--- src/rtl/bcd_string_seq_pkg.sv ---
// Shared types for the packed-BCD string sequencer and the byte ALU it drives.
//   alu_operation_e : ALU operation select
//   flags_t         : ALU flag bundle (only cy and ac are used by the sequencer)
package bcd_string_seq_pkg;

  typedef enum logic [2:0] {
    ALU_OP_ADD,
    ALU_OP_ADDC,
    ALU_OP_SUB,
    ALU_OP_SUBC,
    ALU_OP_ADJ4A,
    ALU_OP_ADJ4S
  } alu_operation_e;

  typedef struct packed {
    logic of;
    logic sf;
    logic zf;
    logic ac;
    logic pf;
    logic cy;
  } flags_t;

endpackage

--- src/rtl/bcd_string_seq.sv ---
// Multi-cycle sequencer for ADD4S / SUB4S / CMP4S over packed-BCD byte strings.
// Reads source byte at ix+i and destination byte at iy+i, runs ADDC/SUBC followed by
// ADJ4A/ADJ4S on the shared ALU, writes the result back (except CMP4S) and reports CY/Z.
// Ports:
//   clk, reset          clock, asynchronous active-high reset
//   start, op, ix, iy, cl   launch pulse, operation, source/destination offsets, digit count
//   busy, done, cy_out, z_out   status and final flags
//   mem_*               registered byte memory handshake (req/ack)
//   alu_*               byte-mode drive of the external combinational ALU
module bcd_string_seq
  import bcd_string_seq_pkg::*;
#(
  parameter int unsigned ADDR_W = 16
) (
  input  logic              clk,
  input  logic              reset,
  input  logic              start,
  input  logic [1:0]        op,
  input  logic [ADDR_W-1:0] ix,
  input  logic [ADDR_W-1:0] iy,
  input  logic [7:0]        cl,
  output logic              busy,
  output logic              done,
  output logic              cy_out,
  output logic              z_out,
  output logic              mem_req,
  output logic              mem_we,
  output logic [ADDR_W-1:0] mem_addr,
  output logic [7:0]        mem_wdata,
  input  logic              mem_ack,
  input  logic [7:0]        mem_rdata,
  output alu_operation_e    alu_op,
  output logic [15:0]       alu_ta,
  output logic [15:0]       alu_tb,
  output logic              alu_wide,
  output flags_t            alu_flags_in,
  input  logic [15:0]       alu_result,
  input  flags_t            alu_flags
);

  typedef enum logic [2:0] {
    StIdle, StRdSrc, StRdDst, StArith, StAdj, StWr, StNext, StDone
  } state_e;

  state_e            state_q, state_d;
  logic [1:0]        op_q, op_d;
  logic [ADDR_W-1:0] ix_q, ix_d, iy_q, iy_d;
  logic [8:0]        nbytes_q, nbytes_d, idx_q, idx_d;
  logic [7:0]        sbyte_q, sbyte_d, dbyte_q, dbyte_d, tmp_q, tmp_d, rbyte_q, rbyte_d;
  logic              carry_q, carry_d, ac_q, ac_d, zacc_q, zacc_d;
  logic              done_q, done_d, cy_out_q, cy_out_d, z_out_q, z_out_d;
  logic              mem_req_q, mem_req_d, mem_we_q, mem_we_d;
  logic [ADDR_W-1:0] mem_addr_q, mem_addr_d;
  logic [7:0]        mem_wdata_q, mem_wdata_d;
  logic              is_add, is_cmp;
  logic              unused_alu;

  assign is_add = (op_q == 2'd0);
  assign is_cmp = op_q[1];  // op 2 and reserved op 3 both compare only

  // Upper result byte and the remaining flags are irrelevant in byte mode.
  assign unused_alu = ^{alu_result[15:8], alu_flags};

  always_ff @(posedge clk or posedge reset) begin
    if (reset) begin
      state_q     <= StIdle;
      op_q        <= 2'd0;
      ix_q        <= '0;
      iy_q        <= '0;
      nbytes_q    <= '0;
      idx_q       <= '0;
      sbyte_q     <= '0;
      dbyte_q     <= '0;
      tmp_q       <= '0;
      rbyte_q     <= '0;
      carry_q     <= 1'b0;
      ac_q        <= 1'b0;
      zacc_q      <= 1'b1;
      done_q      <= 1'b0;
      cy_out_q    <= 1'b0;
      z_out_q     <= 1'b1;
      mem_req_q   <= 1'b0;
      mem_we_q    <= 1'b0;
      mem_addr_q  <= '0;
      mem_wdata_q <= '0;
    end else begin
      state_q     <= state_d;
      op_q        <= op_d;
      ix_q        <= ix_d;
      iy_q        <= iy_d;
      nbytes_q    <= nbytes_d;
      idx_q       <= idx_d;
      sbyte_q     <= sbyte_d;
      dbyte_q     <= dbyte_d;
      tmp_q       <= tmp_d;
      rbyte_q     <= rbyte_d;
      carry_q     <= carry_d;
      ac_q        <= ac_d;
      zacc_q      <= zacc_d;
      done_q      <= done_d;
      cy_out_q    <= cy_out_d;
      z_out_q     <= z_out_d;
      mem_req_q   <= mem_req_d;
      mem_we_q    <= mem_we_d;
      mem_addr_q  <= mem_addr_d;
      mem_wdata_q <= mem_wdata_d;
    end
  end

  always_comb begin
    state_d     = state_q;
    op_d        = op_q;
    ix_d        = ix_q;
    iy_d        = iy_q;
    nbytes_d    = nbytes_q;
    idx_d       = idx_q;
    sbyte_d     = sbyte_q;
    dbyte_d     = dbyte_q;
    tmp_d       = tmp_q;
    rbyte_d     = rbyte_q;
    carry_d     = carry_q;
    ac_d        = ac_q;
    zacc_d      = zacc_q;
    done_d      = 1'b0;
    cy_out_d    = cy_out_q;
    z_out_d     = z_out_q;
    mem_addr_d  = mem_addr_q;
    mem_wdata_d = mem_wdata_q;

    unique case (state_q)
      StIdle: begin
        if (start) begin
          op_d     = op;
          ix_d     = ix;
          iy_d     = iy;
          // An odd digit count still occupies a whole byte.
          nbytes_d = ({1'b0, cl} + 9'd1) >> 1;
          idx_d    = '0;
          carry_d  = 1'b0;
          ac_d     = 1'b0;
          zacc_d   = 1'b1;
          state_d  = (nbytes_d == 9'd0) ? StDone : StRdSrc;
        end
      end
      StRdSrc: begin
        if (mem_ack) begin
          sbyte_d = mem_rdata;
          state_d = StRdDst;
        end
      end
      StRdDst: begin
        if (mem_ack) begin
          dbyte_d = mem_rdata;
          state_d = StArith;
        end
      end
      StArith: begin
        tmp_d   = alu_result[7:0];
        carry_d = alu_flags.cy;
        ac_d    = alu_flags.ac;
        state_d = StAdj;
      end
      StAdj: begin
        rbyte_d = alu_result[7:0];
        carry_d = alu_flags.cy;
        zacc_d  = zacc_q & (alu_result[7:0] == 8'h00);
        state_d = is_cmp ? StNext : StWr;
      end
      StWr: begin
        if (mem_ack) state_d = StNext;
      end
      StNext: begin
        idx_d   = idx_q + 9'd1;
        state_d = (idx_d == nbytes_q) ? StDone : StRdSrc;
      end
      StDone: begin
        done_d   = 1'b1;
        cy_out_d = carry_q;
        z_out_d  = zacc_q;
        state_d  = StIdle;
      end
      default: state_d = StIdle;
    endcase

    // Request signals are registered from the next state so a request is already on the
    // bus in the first cycle of RD_SRC/RD_DST/WR; a back-to-back request follows an ack.
    mem_req_d = (state_d inside {StRdSrc, StRdDst, StWr});
    mem_we_d  = (state_d == StWr);
    if (mem_req_d) begin
      mem_addr_d = ((state_d == StRdSrc) ? ix_d : iy_d) + ADDR_W'(idx_d);
    end
    if (state_d == StWr) mem_wdata_d = rbyte_d;
  end

  always_comb begin
    busy         = (state_q != StIdle);
    done         = done_q;
    cy_out       = cy_out_q;
    z_out        = z_out_q;
    mem_req      = mem_req_q;
    mem_we       = mem_we_q;
    mem_addr     = mem_addr_q;
    mem_wdata    = mem_wdata_q;
    alu_wide     = 1'b0;
    alu_op       = ALU_OP_ADD;
    alu_ta       = '0;
    alu_tb       = '0;
    alu_flags_in = '0;
    case (state_q)
      StArith: begin
        alu_op          = is_add ? ALU_OP_ADDC : ALU_OP_SUBC;
        alu_ta          = {8'h00, dbyte_q};
        alu_tb          = {8'h00, sbyte_q};
        alu_flags_in.cy = carry_q;
      end
      StAdj: begin
        alu_op          = is_add ? ALU_OP_ADJ4A : ALU_OP_ADJ4S;
        alu_ta          = {8'h00, tmp_q};
        alu_flags_in.cy = carry_q;
        alu_flags_in.ac = ac_q;
      end
      default: ;
    endcase
  end

endmodule
--- config.mk ---
export PLATFORM = sky130hd
export DESIGN_NAME = bcd_string_seq
export DESIGN_NICKNAME = d
export VERILOG_FILES = /design/src/rtl/bcd_string_seq_pkg.sv /design/src/rtl/bcd_string_seq.sv
export SDC_FILE = /design/constraint.sdc
export NUM_CORES = 1
export LEC_CHECK = 0
export BUFFER_PORTS_ARGS = -buffer_cell sky130_fd_sc_hd__clkbuf_2
export CAP_MARGIN = 15
export CELL_PAD_IN_SITES_DETAIL_PLACEMENT = 1
export CELL_PAD_IN_SITES_GLOBAL_PLACEMENT = 1
export CORE_MARGIN = 2
export CORE_UTILIZATION = 37
export CTS_BUF_LIST = sky130_fd_sc_hd__clkbuf_16
export DETAILED_ROUTE_END_ITERATION = 16
export GPL_TIMING_DRIVEN = 1
export PLACE_DENSITY_LB_ADDON = 0.1
export SETUP_SLACK_MARGIN = 0.3
export SLEW_MARGIN = 15
export SYNTH_ARGS = -nofsm -noshare
export SYNTH_HDL_FRONTEND = slang
export SYNTH_SLANG_ARGS = --single-unit
--- constraint.sdc ---
create_clock -name clk -period 4.5 [get_ports clk]
set_input_delay 1.125 -clock clk [delete_from_list [all_inputs] [get_ports clk]]
set_output_delay 1.125 -clock clk [all_outputs]
set_load 0.005 [all_outputs]
==> summary.txt <==
outcome: finished clean
Fmax: 223 MHz
Initial Utilization: 37.6%
max_cap viols: 0
unrepaired setup endpoints after global routing: yes
Compound-Gate Fraction of Synth Area: 10.4%
routed wire length: 17.3 mm
total number of vias: 5047
sequential share of the synthesized area: 47.7%
Synth Area in Adders: 2.55%
Worst-Skew Late Latency: 0.42 ns
Critical Path End Type: flip-flop
# nets final: 884
# hold bufs at CTS: 0
worst hold margin: 0.473 ns
GR Overflow Total: 0
Die Y: 133 um
# rows: 47
Clk pwr share: 19.3%
Synth Cell Area: 6190 um2
Post-DRT Antenna Nets: 0
maximum vdd drop: 0.000347 V
Clock Skew: 0.00717 ns
FFs w/ async S/R, synth: 100%
min-delay worst type: reg2reg
Crit Path Class: in2reg
Synth Warn #: 0
Worst-Margin Slew: 0.701 ns
Worst EP required: 4.80 ns
Max-slew headroom: 53.1%
RePlAce Congestion: 0.805
Setup Viol. Count Final: 0
crit start category: primary input
Finished Core Util: 51.4%
I/O pin cnt: 148
Sw Share: 36.9%
# DRC: 0
clk root buf: clkbuf_16
clock tree buffer depth: 2
layout cells sized above 1: 40.8%
Top FF cell, synth: dfrtp_1
register area: 2960 um2
post-layout min period: 4.48 ns
Core ar.: 16500 um2
Synth Area in Simple Gates: 14.8%
mean post-synth cell area: 10.2 um2
number of iterations in the first detailed-routing pass: 4
Netlist cell types: 63
CTS tree: done
Total Power: 0.00658 W
clock-pin slew on the worst setup and hold paths: 0.06 ns
synthesized flop and latch total: 118
CTS buffer count: 17
Port-buffer cells: 114
fill cell count: 1866
DRT iter0 DRCs: 126
multi-input logic area: 3250 um2
Final Cycle Share: 99.5%
Gate power share: 52.4%
Syn-to-layout area delta: 36.8%
die footprint: 17800 um2
combinational family with the most area after synthesis: simple AND/OR/NAND/NOR gates
setup TNS: 0 ns
first-pass GRT wire length: 28.1 mm
mux cell area share after synthesis: 13.0%
DP HPWL: 12.1 mm
CP arrival: 4.78 ns
initial antenna violation count: 0
Leakage: 4.07 nW
chip width: 133 um
H-Tree Level Count: 4
vias in the first global route: 5606
Total GRT Usage: 20.0%
Pint: 0.00415 W
PwrDens: 776 nW/um2
sequential power share: 28.3%
crit-path max FO: 5
final count of hold timing violations: 0
ANT cells: 0
WL per Instance: 16.8 um
vias per inst: 4.90
Slew Limit Fails: 0
XOR/XNOR Fraction of Synth Area: 5.13%
largest net degree at the start of global routing: 119
sw power: 0.00243 W
Post-synth EDFFs: 0
clock sink count: 118
Syn Inst Count: 604
[timing repair]
action | 4_1_cts | 5_1_grt
setup buffers | 20 | 11
gates resized for setup | 16 | 46
cloned | 0 | 1
endpoints found under the setup margin | 8 | 17
pin swaps | 10 | 18
[state kept, by name, summed over array words and instances (netlist names)]
| name | count |
|---|---|
| cy_out | 1 |
| idx_q | 9 |
| sbyte_q | 8 |
| dbyte_q | 8 |
| done | 1 |
| ix_q | 16 |
| state_q | 3 |
| mem_wdata | 8 |
| mem_we | 1 |
| mem_req | 1 |
| rbyte_q | 8 |
| carry_q | 1 |
| nbytes_q | 8 |
| iy_q | 16 |
| ac_q | 1 |
| op_q | 2 |
| z_out | 1 |
| mem_addr | 16 |
| tmp_q | 8 |
| zacc_q | 1 |
[cells in the final DEF, fill, tap and decap left out, types with 8 or more instances in the layout]
cell | Yosys | layout
a21oi_1 | 20 | 18
a22o_1 | 8 | 8
and2_1 | 11 | 10
buf_4 | 22 | 68
buf_6 | 2 | 13
clkbuf_16 | 0 | 18
clkbuf_2 | 0 | 112
conb_1 | 1 | 21
dfrtp_1 | 116 | 116
ha_4 | 0 | 9
inv_1 | 24 | 23
mux2_2 | 51 | 46
mux2_4 | 6 | 11
mux2i_1 | 14 | 14
nand2_1 | 104 | 103
nand3_1 | 13 | 13
nor2_1 | 30 | 26
o21ai_0 | 36 | 29
xnor2_1 | 16 | 15
xor2_1 | 15 | 15
[area by class of cell]
cell class / instances / area share (%)
tap: 220 / 3.25
clock inverter: 15 / 1.45
multi-input combinational: 435 / 38.4
sequential: 118 / 34.9
clock buffer: 17 / 5.02
timing repair buffer: 199 / 15.7
inverter: 25 / 1.30
[synthesized netlist by cell type, types with 2 or more instances]
cell type | count | share of area [%]
dfrtp_1 | 116 | 47
nand2_1 | 104 | 6.3
mux2_2 | 51 | 9.3
o21ai_0 | 36 | 2.9
nor2_1 | 30 | 1.8
inv_1 | 24 | 1.5
buf_4 | 22 | 2.7
a21oi_1 | 20 | 1.6
xnor2_1 | 16 | 2.3
xor2_1 | 15 | 2.1
clkbuf_1 | 14 | 0.85
mux2i_1 | 14 | 2.3
nand3_1 | 13 | 1.1
and2_1 | 11 | 1.1
ha_1 | 11 | 2.2
a22o_1 | 8 | 1.1
buf_2 | 7 | 0.57
a21o_1 | 6 | 0.73
and3_1 | 6 | 0.61
mux2_4 | 6 | 1.5
nand4_1 | 6 | 0.61
nor3_1 | 6 | 0.49
nor4_1 | 5 | 0.51
nor2b_1 | 4 | 0.40
o22ai_1 | 4 | 0.40
or3_1 | 4 | 0.40
o21a_1 | 3 | 0.36
o31ai_1 | 3 | 0.36
a211oi_1 | 2 | 0.24
buf_6 | 2 | 0.36
dfstp_2 | 2 | 0.85
or4_1 | 2 | 0.24
[kinds of logic after synthesis]
| logic type | Yosys count |
|---|---|
| mux | 71 |
| fa+ha+maj | 12 |
| other cells | 1 |
| simple gates | 199 |
| buf+inv | 71 |
| flops | 118 |
| compound gates | 99 |
| xor+xnor | 33 |
[layer usage]
| layer | vias up | global-route usage, % | wire length (um) |
|---|---|---|---|
| li1 | 2420 | - | - |
| met1 | 2518 | 23.4 | 7190 |
| met2 | 91 | 35.3 | 9120 |
| met3 | 18 | 6.09 | 812 |
| met4 | 0 | 5.73 | 210 |
| met5 | - | 0 | 0 |
[per-stage QoR]
| step | worst slack (ns) | std cells | cell area, um2 |
|---|---|---|---|
| 5_1_grt | -0.0377 | 1029 | 8470 |
| 6_report | 0.0234 | 1029 | 8470 |
| 2_1_floorplan | -0.402 | 624 | 6430 |
| 3_5_place_dp | -0.567 | 965 | 7380 |
| 4_1_cts | 0.0192 | 1017 | 8140 |
| 3_3_place_gp | -0.456 | 965 | 7380 |
[path summary, 6_finish.rpt]
path | start | endpoint | slack (ns) | cells after the start
hold reg to reg | mem_wdata[4]$_DFFE_PP0P_ | mem_wdata[4]$_DFFE_PP0P_ | 0.47 | 2
setup reg to reg | idx_q[0]$_DFF_PP0_ | mem_addr[10]$_DFFE_PP0P_ | 0.28 | 17
min in group asynchronous | reset | ix_q[11]$_DFF_PP0_ | 0.88 | 3
setup / recovery | cl[0] | mem_addr[10]$_DFFE_PP0P_ | 0.02 | 17
hold / removal | mem_wdata[4]$_DFFE_PP0P_ | mem_wdata[4]$_DFFE_PP0P_ | 0.47 | 2
max in group asynchronous | reset | mem_addr[8]$_DFFE_PP0P_ | 3.13 | 3
[power groups by stage]
stage | sequential [W] | clock (W) | combinational (W)
after CTS | 0.00187 | 0.00130 | 0.00304
after global routing | 0.00193 | 0.00135 | 0.00380
final | 0.00186 | 0.00127 | 0.00344
after floorplan | 0.00182 | 0 | 0.00194
after detailed placement | 0.00188 | 0 | 0.00285
after global placement | 0.00185 | 0 | 0.00273
[worst max-delay path, stage by stage]
cell,delay (ns)
buf_6,0.09
and3_4,0.17
or4_4,0.49
a221oi_4,0.33
nor2b_2,0.09
a21o_4,0.22
buf_6,0.13
buf_8,0.13
mux2_4,0.32
ha_4,0.17
or3_4,0.42
o221a_4,0.27
nor2_4,0.17
buf_6,0.12
nor2_1,0.05
xnor2_1,0.16
a221o_1,0.31
(Power assumes the default switching activity.)
